===== config.mk =====
export PLATFORM = sky130hd
export DESIGN_NAME = game_frame_scanner
export DESIGN_NICKNAME = d
export VERILOG_FILES = /design/src/rtl/game_scan_pkg.sv /design/src/rtl/game_frame_scanner_xy_counter.sv /design/src/rtl/game_frame_scanner.sv
export SDC_FILE = /design/constraint.sdc
export NUM_CORES = 1
export LEC_CHECK = 0
export ABC_CLOCK_PERIOD_IN_PS = 2450
export CORE_MARGIN = 2
export CORE_UTILIZATION = 54
export CTS_BUF_LIST = sky130_fd_sc_hd__clkbuf_2 sky130_fd_sc_hd__clkbuf_4 sky130_fd_sc_hd__clkbuf_8
export CTS_CLUSTER_SIZE = 20
export DETAILED_ROUTE_END_ITERATION = 7
export HOLD_SLACK_MARGIN = 0.1
export PLACE_DENSITY = 0.94
export SLEW_MARGIN = 20
export SYNTH_ARGS = -nofsm -noshare
export SYNTH_HDL_FRONTEND = slang
export SYNTH_SLANG_ARGS = --single-unit
export TNS_END_PERCENT = 30

===== constraint.sdc =====
create_clock -name clk -period 2.45 [get_ports clk]
set_input_delay 0.49 -clock clk [delete_from_list [all_inputs] [get_ports clk]]
set_output_delay 0.49 -clock clk [all_outputs]
set_load 0.01 [all_outputs]

===== src/rtl/game_scan_pkg.sv =====
// -----------------------------------------------------------------------------
// game_scan_pkg
// Shared types and defaults for the frame scanner slice.
//   scan_state_e  : scanner FSM states (IDLE/FETCH/PLOT/DONE)
//   DEF_COORD_W   : default x/y coordinate width
//   DEF_COLOR_W   : default colour width
//   DEF_BG_COLOR  : default background colour value
// -----------------------------------------------------------------------------
package game_scan_pkg;

    typedef enum logic [1:0] {
        IDLE  = 2'd0,
        FETCH = 2'd1,
        PLOT  = 2'd2,
        DONE  = 2'd3
    } scan_state_e;

    localparam int DEF_COORD_W  = 8;
    localparam int DEF_COLOR_W  = 3;
    localparam int DEF_BG_COLOR = 0;

endpackage


===== src/rtl/game_frame_scanner_xy_counter.sv =====
// -----------------------------------------------------------------------------
// scan_xy_counter
// Raster-order x/y counter: x runs 0..X_MAX, then wraps and y steps 0..Y_MAX.
// Ports:
//   clk, resetn : clock, asynchronous active-low reset
//   advance     : step to the next pixel in raster order
//   clear       : return to (0,0); wins over advance
//   x, y        : current coordinate (registered)
//   last        : current coordinate is (X_MAX,Y_MAX)
// -----------------------------------------------------------------------------
module scan_xy_counter
    import game_scan_pkg::*;
#(
    parameter int COORD_W = DEF_COORD_W,
    parameter int X_MAX   = 159,
    parameter int Y_MAX   = 119
) (
    input  logic               clk,
    input  logic               resetn,
    input  logic               advance,
    input  logic               clear,
    output logic [COORD_W-1:0] x,
    output logic [COORD_W-1:0] y,
    output logic               last
);

    logic [COORD_W-1:0] x_q, x_d;
    logic [COORD_W-1:0] y_q, y_d;

    logic x_at_max;
    logic y_at_max;

    assign x_at_max = (x_q == COORD_W'(X_MAX));
    assign y_at_max = (y_q == COORD_W'(Y_MAX));

    // NOTE: every variable gets its hold value first so no path leaves it unassigned (no latch).
    always_comb begin
        x_d = x_q;
        y_d = y_q;
        if (clear) begin
            x_d = '0;
            y_d = '0;
        end else if (advance) begin
            if (x_at_max) begin
                x_d = '0;
                y_d = y_at_max ? '0 : y_q + COORD_W'(1);
            end else begin
                x_d = x_q + COORD_W'(1);
            end
        end
    end

    // NOTE: state registers use non-blocking assignment so every flop samples pre-edge values.
    always_ff @(posedge clk or negedge resetn) begin
        if (!resetn) begin
            x_q <= '0;
            y_q <= '0;
        end else begin
            x_q <= x_d;
            y_q <= y_d;
        end
    end

    assign x    = x_q;
    assign y    = y_q;
    assign last = x_at_max && y_at_max;

endmodule


===== src/rtl/game_frame_scanner.sv =====
// -----------------------------------------------------------------------------
// game_frame_scanner
// On each frame trigger, sweeps (x,y) over the screen in raster order. For each
// pixel it waits FETCH_LAT cycles, captures the layer colour (or BG_COLOR when
// the game is not running) and issues one plot strobe to the VGA write port.
// Triggers arriving during a sweep are queued (depth one); a further trigger
// while one is already queued is dropped and reported on frame_overrun.
// Ports:
//   clk, resetn    : clock, asynchronous active-low reset
//   enable         : 1 = advance, 0 = hold all state, suppress strobes
//   frame_start    : single-cycle frame trigger
//   game_running   : 1 = plot pix_color, 0 = plot BG_COLOR
//   pix_color      : layer colour for current x,y (valid FETCH_LAT cycles later)
//   x, y, color    : registered pixel coordinate and colour
//   plot           : write strobe, one per pixel
//   busy           : sweep in progress (FETCH/PLOT/DONE)
//   frame_done     : one-cycle pulse after the last pixel
//   frame_overrun  : one-cycle pulse when a trigger is dropped
// Configuration macro SCAN_BG_SKIP_EN: once a full frame has completed, suppress
// plot for pixels that are BG_COLOR now and were BG_COLOR in the previous frame.
// -----------------------------------------------------------------------------
module game_frame_scanner
    import game_scan_pkg::*;
#(
    parameter int                  COORD_W   = DEF_COORD_W,
    parameter int                  X_MAX     = 159,
    parameter int                  Y_MAX     = 119,
    parameter int                  COLOR_W   = DEF_COLOR_W,
    parameter int                  FETCH_LAT = 1,
    parameter logic [COLOR_W-1:0]  BG_COLOR  = COLOR_W'(DEF_BG_COLOR)
) (
    input  logic               clk,
    input  logic               resetn,
    input  logic               enable,
    input  logic               frame_start,
    input  logic               game_running,
    input  logic [COLOR_W-1:0] pix_color,
    output logic [COORD_W-1:0] x,
    output logic [COORD_W-1:0] y,
    output logic [COLOR_W-1:0] color,
    output logic               plot,
    output logic               busy,
    output logic               frame_done,
    output logic               frame_overrun
);

    localparam int LAT_W = (FETCH_LAT < 2) ? 1 : $clog2(FETCH_LAT + 1);

    scan_state_e        state_q, state_d;
    logic [LAT_W-1:0]   lat_cnt_q, lat_cnt_d;
    logic [COLOR_W-1:0] color_q, color_d;
    logic               pending_q, pending_d;

    logic xy_advance;
    logic xy_clear;
    logic xy_last;
    logic plot_raw;

    scan_xy_counter #(
        .COORD_W (COORD_W),
        .X_MAX   (X_MAX),
        .Y_MAX   (Y_MAX)
    ) u_xy (
        .clk     (clk),
        .resetn  (resetn),
        .advance (xy_advance),
        .clear   (xy_clear),
        .x       (x),
        .y       (y),
        .last    (xy_last)
    );

    assign busy = (state_q != IDLE);

    always_comb begin
        state_d       = state_q;
        lat_cnt_d     = lat_cnt_q;
        color_d       = color_q;
        pending_d     = pending_q;
        xy_advance    = 1'b0;
        xy_clear      = 1'b0;
        plot_raw      = 1'b0;
        frame_done    = 1'b0;
        frame_overrun = 1'b0;

        if (!enable) begin
            // Stalled: only the trigger queue may change, so no trigger is lost.
            if (frame_start) begin
                pending_d = 1'b1;
            end
        end else begin
            unique case (state_q)
                IDLE: begin
                    if (frame_start || pending_q) begin
                        state_d   = FETCH;
                        lat_cnt_d = LAT_W'(FETCH_LAT);
                        pending_d = 1'b0;
                        xy_clear  = 1'b1;
                    end
                end
                FETCH: begin
                    lat_cnt_d = lat_cnt_q - LAT_W'(1);
                    if (lat_cnt_q == LAT_W'(1)) begin
                        color_d = game_running ? pix_color : BG_COLOR;
                        state_d = PLOT;
                    end
                end
                PLOT: begin
                    plot_raw = 1'b1;
                    if (xy_last) begin
                        state_d  = DONE;
                        xy_clear = 1'b1;
                    end else begin
                        state_d    = FETCH;
                        lat_cnt_d  = LAT_W'(FETCH_LAT);
                        xy_advance = 1'b1;
                    end
                end
                DONE: begin
                    frame_done = 1'b1;
                    state_d    = IDLE;
                end
                default: state_d = IDLE;
            endcase

            // Triggers during a sweep (DONE included) queue for the next frame.
            if (busy && frame_start) begin
                if (pending_q) begin
                    frame_overrun = 1'b1;
                end else begin
                    pending_d = 1'b1;
                end
            end
        end
    end

    always_ff @(posedge clk or negedge resetn) begin
        if (!resetn) begin
            state_q   <= IDLE;
            lat_cnt_q <= '0;
            color_q   <= BG_COLOR;
            pending_q <= 1'b0;
        end else begin
            state_q   <= state_d;
            lat_cnt_q <= lat_cnt_d;
            color_q   <= color_d;
            pending_q <= pending_d;
        end
    end

    assign color = color_q;

`ifdef SCAN_BG_SKIP_EN
    localparam int NPIX  = (X_MAX + 1) * (Y_MAX + 1);
    localparam int IDX_W = (NPIX < 2) ? 1 : $clog2(NPIX);

    // dirty_q[i] = 1 when pixel i was plotted with a non-background colour last frame.
    logic [NPIX-1:0]  dirty_q;
    logic             seen_frame_q, seen_frame_d;
    logic [IDX_W-1:0] pix_idx;
    logic             skip;

    assign pix_idx = IDX_W'(int'(y) * (X_MAX + 1) + int'(x));

    always_comb begin
        seen_frame_d = seen_frame_q;
        if (frame_done) begin
            seen_frame_d = 1'b1;
        end
    end

    always_ff @(posedge clk or negedge resetn) begin
        if (!resetn) begin
            seen_frame_q <= 1'b0;
        end else begin
            seen_frame_q <= seen_frame_d;
        end
    end

    // NOTE: the map is not reset; it is only consulted after a full frame has rewritten every bit.
    always_ff @(posedge clk) begin
        if (plot_raw) begin
            dirty_q[pix_idx] <= (color_q != BG_COLOR);
        end
    end

    assign skip = seen_frame_q && (color_q == BG_COLOR) && !dirty_q[pix_idx];
    assign plot = plot_raw && !skip;
`else
    assign plot = plot_raw;
`endif

endmodule

# ---- After elaboration in Yosys (flattened, before gate mapping)
# Cells that the tools add are included.
dict set report word_totals {
  register_bits 23
  input_bits 8
  word_cells 65
}
dict set report op_classes {
  reduce_logical 13
  n_addsub 3
  n_mux 35
  n_eq_ne 8
}
# operator n
set ops {}
lappend ops {{$mux 8} 7}
lappend ops {{$mux 1} 21}
lappend ops {{$add 8x1->8 const B} 2}
lappend ops {{$eq 8x7->1 const B} 1}
lappend ops {{$eq 8x8->1 const B} 1}
lappend ops {{$pmux 2 s4} 1}
lappend ops {{$reduce_bool 2->1} 4}
lappend ops {{$mux 2} 3}
lappend ops {{$ne 2x2->1 const B} 3}
lappend ops {{$reduce_and 3->1} 2}
lappend ops {{$eq 2x2->1 const B} 2}
lappend ops {{$reduce_and 4->1} 1}
lappend ops {{$mux 3} 1}
lappend ops {{$pmux 1 s3} 1}
lappend ops {{$reduce_bool 3->1} 1}
lappend ops {{$eq 2x1->1 const B} 1}
lappend ops {{$logic_and 1x1->1} 2}
lappend ops {{$logic_not 2->1} 1}
lappend ops {{$pmux 1 s2} 1}
lappend ops {{$reduce_and 2->1} 1}
lappend ops {{$logic_or 1x1->1} 1}
lappend ops {{$sub 1x1->1 const B} 1}

# ---- Logic depth before layout (Yosys ltp)
# Gate-level depths: netlist of the first run.
dict set report depth {
  depth_word 7
  ltp_mapped 7
  mapped_depth_nobuf 5
}

# ---- Hierarchy
# From an unflattened synthesis of the first run, not the netlist that was laid out.
dict set report unflattened {
  hier_cells 131
  area_unflattened_um2 1288.7
}
# module cells_per_inst area_each_um2 n_inst
set modules_own_cells {}
lappend modules_own_cells {scan_xy_counter 90 912.1 1}
lappend modules_own_cells {game_frame_scanner 41 376.6 1}

# ---- Worst setup path after synthesis of the first run
# Ideal clock, no wire load.
dict set report synth_path {
  path_kind {reg2reg}
  from {register u_xy.x_q[0] (netlist: u_xy.x[0])}
  to {register u_xy.y_q[7] (netlist: u_xy.y[7])}
  required_time_ps 2376
  arrival_time_ps 1663
  path_stages_with_launch 6
  path_slack_ps 714
  cell_sequence {dfrtp_1 -> ha_1 -> and4bb_4 -> nand3_4 -> or4_4 -> a21oi_2}
}
dict set report synth_between {
  elab_chain_len 7
}
# item line
set synth_rtl {}
lappend synth_rtl {{from (decl)} game_frame_scanner_xy_counter.sv:27} ;# logic [COORD_W-1:0] x_q, x_d;
lappend synth_rtl {{from (signal assigned)} game_frame_scanner_xy_counter.sv:56} ;# x_q <= '0;
lappend synth_rtl {{from (signal assigned)} game_frame_scanner_xy_counter.sv:59} ;# x_q <= x_d;
lappend synth_rtl {{$eq 8x8->1 *} game_frame_scanner_xy_counter.sv:33} ;# assign x_at_max = (x_q == COORD_W'(X_MAX));
lappend synth_rtl {{$logic_and 1x1->1} game_frame_scanner_xy_counter.sv:66} ;# assign last = x_at_max && y_at_max;
lappend synth_rtl {{$mux 1} game_frame_scanner.sv:110} ;# if (xy_last) begin
lappend synth_rtl {{$pmux 1 s2 / $mux 1 (equally long branches)} game_frame_scanner.sv:92} ;# unique case (state_q)
lappend synth_rtl {{$mux 1} game_frame_scanner.sv:86} ;# if (!enable) begin
lappend synth_rtl {{$reduce_bool 2->1 (no line)} n/a}
lappend synth_rtl {{$reduce_and 2->1 (no line)} n/a}
lappend synth_rtl {{to (signal assigned)} game_frame_scanner_xy_counter.sv:60} ;# y_q <= y_d;
lappend synth_rtl {{to (decl)} game_frame_scanner_xy_counter.sv:28} ;# logic [COORD_W-1:0] y_q, y_d;
# Every way passes the cells marked *; elsewhere a longest branch is shown, timed or not.
# A chain may end at the register's enable or synchronous reset.

# ---- Worst setup path after layout of the first run
dict set report layout_path {
  from {input enable}
  to {output plot}
}
dict set report layout_between {
  elab_chain_len 1
}
# item line
set layout_rtl {}
lappend layout_rtl {{from (decl)} game_frame_scanner.sv:34} ;# input logic enable,
lappend layout_rtl {{$mux 1} game_frame_scanner.sv:86}
lappend layout_rtl {{to (decl)} game_frame_scanner.sv:41} ;# output logic plot,
# No other way between the ends.

==> results of run 1 <==
critical path, cell delays in order:
cell             delay, ps
clkdlybuf4s50_1        550
and3b_1                210
clkdlybuf4s50_1        540
layout make-up:
type | count | area (sq um)
multi-input combinational | 100 | 624
fill | 184 | 604
sequential | 23 | 576
timing repair buffer | 34 | 330
tap | 28 | 35.0
clock buffer | 3 | 22.5
inverter | 4 | 15.0
clock inverter | 1 | 5.00
state kept, by name (all words and copies together) (netlist names):
signal     count
lat_cnt_q      1
color          3
pending_q      1
state_q        2
u_xy.x         8
u_xy.y         8
power breakdown:
part	internal, uW	switching (uW)
registers	450	94.5
clock network	61.1	121
logic	212	213
total	724	428
final timing paths:
path	startpoint	endpoint	slack, ps
max	enable	plot	180
min	resetn	u_xy.y[0]	500
max reg2reg	u_xy.x[1]	u_xy.y[7]	590
min reg2reg	color[0]	color[0]	500
max in group asynchronous	resetn	pending_q	1720
min in group clk	color[0]	color[0]	500
routing by layer:
| metal | track usage [%] | routed length (um) | vias to the layer above |
|---|---|---|---|
| li1 | - | - | 543 |
| met5 | 0 | 0 | - |
| met3 | 3.43 | 115 | 2 |
| met4 | 6.84 | 15 | 0 |
| met1 | 27.8 | 1240 | 567 |
| met2 | 41.3 | 1500 | 33 |
metrics by stage:
step	utilization [%]	power, uW	worst slack [ps]	hold WS (ps)	std cells
5_1_grt	72.7	1230	157	543	193
4_1_cts	72.7	1160	185	512	193
3_3_place_gp	71.4	955	212	465	189
6_report	72.7	1150	180	501	193
3_5_place_dp	71.4	975	193	482	189
2_1_floorplan	-	795	714	194	133
logic make-up after synthesis:
| logic type | count (synthesis) |
|---|---|
| buffers and inverters | 10 |
| adders and majority gates | 2 |
| AOI/OAI and AO/OA | 27 |
| DFF | 23 |
| and+or+nand+nor | 63 |
| xor gates and xnor gates | 8 |
cell usage in the layout (no fill, tap or decap), types with 3 or more instances in the layout:
cell type        Yosys  final
inv_1                4      4
dfrtp_1             23     23
buf_4                2      4
xnor2_1              5      5
o21ai_0              9      9
nand2_1             16     16
xor2_1               3      3
nor2_1              12     12
and3_1               6      6
nand4_1              4      4
clkdlybuf4s50_1      0     30
nand3_1              7      7
clkbuf_4             0      3
a21oi_1              6      6
==> results.sh, run 1 <==
export IMPL_ys_flop_type="dfrtp_1"
export IMPL_clock_skew_final_ps=0.913
export IMPL_cp_data_arrival_time_ps=1780
export IMPL_synth_cells=133
export IMPL_synth_fp_nets=143
export IMPL_irDropWorstVdd_mv=0.565
export IMPL_synth_xor_area_share_pct=5.55
export IMPL_insertion_delay_ps=310
export IMPL_detail_route_wl_per_cell_um=14.9
export IMPL_dieArea_sq_mm=0.00274
export IMPL_ios=31
export IMPL_fmax_mhz=440
export IMPL_nets=176
export IMPL_syn2layout_area_growth_pct=27.4
export IMPL_grt_max_degree=24
export IMPL_yosysMostFrequentCell="dfrtp_1"
export IMPL_fin_tns_setup_ps=0
export IMPL_post_dp_hpwl_um=2150
export IMPL_setup_viol=0
export IMPL_final_area_sq_mm=0.00161
export IMPL_grt_overflow_total=0
export IMPL_synth_area_leader_cell="dfrtp_1"
export IMPL_path_class="input pin to output pin"
export IMPL_async_flop_share_pct=100
export IMPL_ctsRootBufferMaster="clkbuf_4"
export IMPL_synth_top_cell_area_share_pct=45.6
export IMPL_drive_gt1_share_pct=8.48
export IMPL_syn_area_per_cell_sq_um=9.49
export IMPL_rr_worst_depth=5
export IMPL_vias_per_cell=5.93
export IMPL_htree_num_levels=1
export IMPL_synth_area_mux_share_pct=0
export IMPL_p_per_area_mw_per_mm2=717
export IMPL_yosysSeqAreaShare_pct=45.6
export IMPL_fin_crit_sh_pct=92.7
export IMPL_ys_seq_elements=23
export IMPL_cts_resized=0
export IMPL_finalMaxSlewViolations=0
export IMPL_synth_simple_gate_area_share_pct=28.3
export IMPL_synth_area_sq_mm=0.00126
export IMPL_die_w_um=52.4
export IMPL_finalHoldViolCount=0
export IMPL_cp_max_fo=4
export IMPL_drtIter0Drc=26
export IMPL_outcome="finished clean"
export IMPL_portBuffers=30
export IMPL_worst_setup_path_start_kind="input pin"
export IMPL_end_kind="output pin"
export IMPL_synth_compound_area_share_pct=13.6
export IMPL_rsz0062_at_grt="no"
export IMPL_relSlewSlack_pct=62.5
export IMPL_synth_distinct_cells=40
export IMPL_die_h_um=52.4
export IMPL_drt_pre_antenna_iters=4
export IMPL_start_util_pct=57.1
export IMPL_antenna_found_initial=0
export IMPL_postPlaceCellArea_sq_mm=0.00158
export IMPL_num_antenna_cells=0
export IMPL_synth_edff_count=0
export IMPL_cts_setup_buffers=0
export IMPL_fin_crit_ps=2270
export IMPL_synth_area_leaders="dfrtp_1 46%, nand2_1 4.8%, o21ai_0 3.6%"
export IMPL_numCtsBuffers=3
export IMPL_p_leak_uw=0.000677
export IMPL_cts_hold_buf=0
export IMPL_cap_violations=0
export IMPL_min_path_type="input pin to async pin"
export IMPL_required_ps=1960
export IMPL_drt_total_wl_um=2870
export IMPL_synth_top_family_by_area="simple AND/OR/NAND/NOR gates"
export IMPL_worst_pin_slew_ps=558
export IMPL_grt_pass1_vias=1090
export IMPL_yosys_area_share_adder_pct=1.98
export IMPL_antenna_left=0
export IMPL_yosys_warnings=0
export IMPL_grt_pass1_wl_um=4660
export IMPL_vias=1145
export IMPL_drc_errors=0
export IMPL_clockBufferDepth=2
export IMPL_cts_tree="yes"
export IMPL_fp_coreArea_sq_mm=0.00221
export IMPL_grt_use_total_pct=22.8
export IMPL_cts_clk_slew_worst_paths_ps=130
export IMPL_cts_sinks=23
export IMPL_placementRows=17
export IMPL_ys_top_cells_by_count="23 x dfrtp_1, 16 x nand2_1, 12 x nor2_1"
export IMPL_place_gp_congestion=0.846
Note: power is estimated with default switching activity, not from simulation.
==> inputs of run 2 (changes only) <==
ABC_CLOCK_PERIOD_IN_PS = 2400   (was 2450)
CORE_UTILIZATION = 50   (was 54)
PLACE_DENSITY = unset   (was 0.94)
PLACE_DENSITY_LB_ADDON = 0.05   (was unset)
clock period = 2.4 ns   (was 2.45 ns; I/O delays follow)
==> run 2 against run 1 <==
  * Sequential share of layout area is 0.28 points lower
  * Core utilization is 6.1 points lower
  * Largest cell class unchanged
  * Highest routed layer unchanged
  * Cell area is 0.78% higher
  * Via count is 3.8% lower
  * Clock skew is 8.3 ps higher
  * Setup slack worse by 38 ps
==> results.sh, run 2 (same netlist as run 1, synthesis figures left out) <==
export IMPL_reg2reg_from="u_xy.x[0]"
export IMPL_min_path_type="input pin to async pin"
export IMPL_drt_pre_antenna_iters=4
export IMPL_antenna_found_initial=0
export IMPL_intPower_uw=759
export IMPL_detail_route_wl_per_cell_um=13.1
export IMPL_antenna_left=0
export IMPL_fin_tns_setup_ps=0
export IMPL_clkPwrFrac_pct=16.0
export IMPL_cts_tree="yes"
export IMPL_clockBufferDepth=2
export IMPL_drc_errors=0
export IMPL_clock_skew_final_ps=9.16
export IMPL_grt_overflow_total=0
export IMPL_p_sw_uw=419
export IMPL_path_class="input pin to output pin"
export IMPL_cts_resized=0
export IMPL_nets=177
export IMPL_finalMaxSlewViolations=0
export IMPL_seqCellArea_sq_um=576
export IMPL_cp_max_fo=4
export IMPL_fillers=200
export IMPL_rsz0062_at_grt="no"
export IMPL_cap_violations=0
export IMPL_num_antenna_cells=0
export IMPL_syn2layout_area_growth_pct=28.3
export IMPL_ctsRootBufferMaster="clkbuf_4"
export IMPL_cts_clk_slew_worst_paths_ps=130
export IMPL_vias_per_cell=5.62
export IMPL_ios=31
export IMPL_outcome="finished clean"
export IMPL_multi_input_area_sq_um=624
export IMPL_htree_num_levels=1
export IMPL_relSlewSlack_pct=69.7
export IMPL_drt_total_wl_um=2580
export IMPL_drtIter0Drc=12
export IMPL_irDropWorstVdd_mv=0.636
export IMPL_cts_sinks=23
export IMPL_numCtsBuffers=3
export IMPL_layout_common_cells="30 x clkdlybuf4s50_1, 23 x dfrtp_1, 16 x nand2_1"
export IMPL_p_seq_share_pct=46.8
export IMPL_reg2reg_slack_ps=560
export IMPL_rr_worst_depth=5
export IMPL_setup_viol=0
export IMPL_post_dp_hpwl_um=1950
export IMPL_end_kind="output pin"
export IMPL_place_gp_congestion=0.804
export IMPL_cts_setup_buffers=0
export IMPL_fin_crit_ps=2260
export IMPL_drive_gt1_share_pct=9.04
export IMPL_holdWs_ps=508
export IMPL_die_h_um=54.3
export IMPL_combPwrFrac_pct=37.2
export IMPL_worst_pin_slew_ps=448
export IMPL_dieArea_sq_mm=0.00294
export IMPL_rr_endpoint="u_xy.y[7]"
export IMPL_p_leak_uw=0.000683
export IMPL_insertion_delay_ps=310
export IMPL_fin_crit_sh_pct=94.1
export IMPL_portBuffers=30
export IMPL_cts_hold_buf=0
export IMPL_grt_pass1_wl_um=4350
export IMPL_sw_frac_of_total_pct=35.6
export IMPL_fp_coreArea_sq_mm=0.00243
export IMPL_required_ps=1920
export IMPL_grt_use_total_pct=20.5
export IMPL_finalHoldViolCount=0
export IMPL_grt_max_degree=24
export IMPL_p_per_area_mw_per_mm2=727
export IMPL_vias=1101
export IMPL_start_util_pct=51.9
export IMPL_cp_data_arrival_time_ps=1780
export IMPL_final_common_cell="clkdlybuf4s50_1"
export IMPL_grt_pass1_vias=987
export IMPL_placementRows=18
export IMPL_worst_setup_path_start_kind="input pin"
export IMPL_die_w_um=54.3
export IMPL_fmax_mhz=443
-- run 2: changes by cell type in the layout (fill, tap and decap cells not counted) --
| cell | delta |
|---|---|
| buf_4 | +1 |
| clkinv_2 | -1 |
| clkbuf_4 | +1 |
-- run 2: layer usage --
metal	global-route usage (%)	routed length [um]	vias to the layer above
met3	3.55	108	2
met2	34.1	1220	24
met4	7.50	15	0
li1	-	-	551
met5	0	0	-
met1	26.8	1230	524
-- run 2: area by class of cell --
cell class | count | share of cell area [%]
tap | 30 | 2.32
multi-input combinational | 100 | 38.5
timing repair buffer | 35 | 20.8
sequential | 23 | 35.5
clock buffer | 4 | 1.85
inverter | 4 | 0.927
-- run 2: worst max-delay path by stage --
stage | start | to | slack [ps]
2_1_floorplan | u_xy.x[0] | u_xy.y[7] | 660
3_3_place_gp | enable | plot | 160
3_5_place_dp | enable | plot | 150
4_1_cts | enable | plot | 150
5_1_grt | enable | plot | 90
6_report | enable | plot | 140
-- run 2: through the flow --
step	total power (uW)	util, %	std cells	instance area [sq um]	setup WS (ps)
after global routing	1270	66.6	196	1620	86.4
after detailed placement	1000	65.4	192	1590	152
after floorplan	811	-	133	1260	664
final	1180	66.6	196	1620	141
after CTS	1190	66.6	196	1620	151
after global placement	986	65.4	192	1590	160
-- run 2: power by group through the flow --
stage | Clock [uW] | Sequential, uW | Combinational [uW]
after CTS | 192 | 552 | 443
after global routing | 210 | 566 | 499
after global placement | 0 | 554 | 432
after floorplan | 0 | 536 | 275
after detailed placement | 0 | 560 | 440
final | 189 | 551 | 438
-- run 2: worst max-delay path: stages --
cell             delay, ps
clkdlybuf4s50_1        520
and3b_1                230
clkdlybuf4s50_1        550
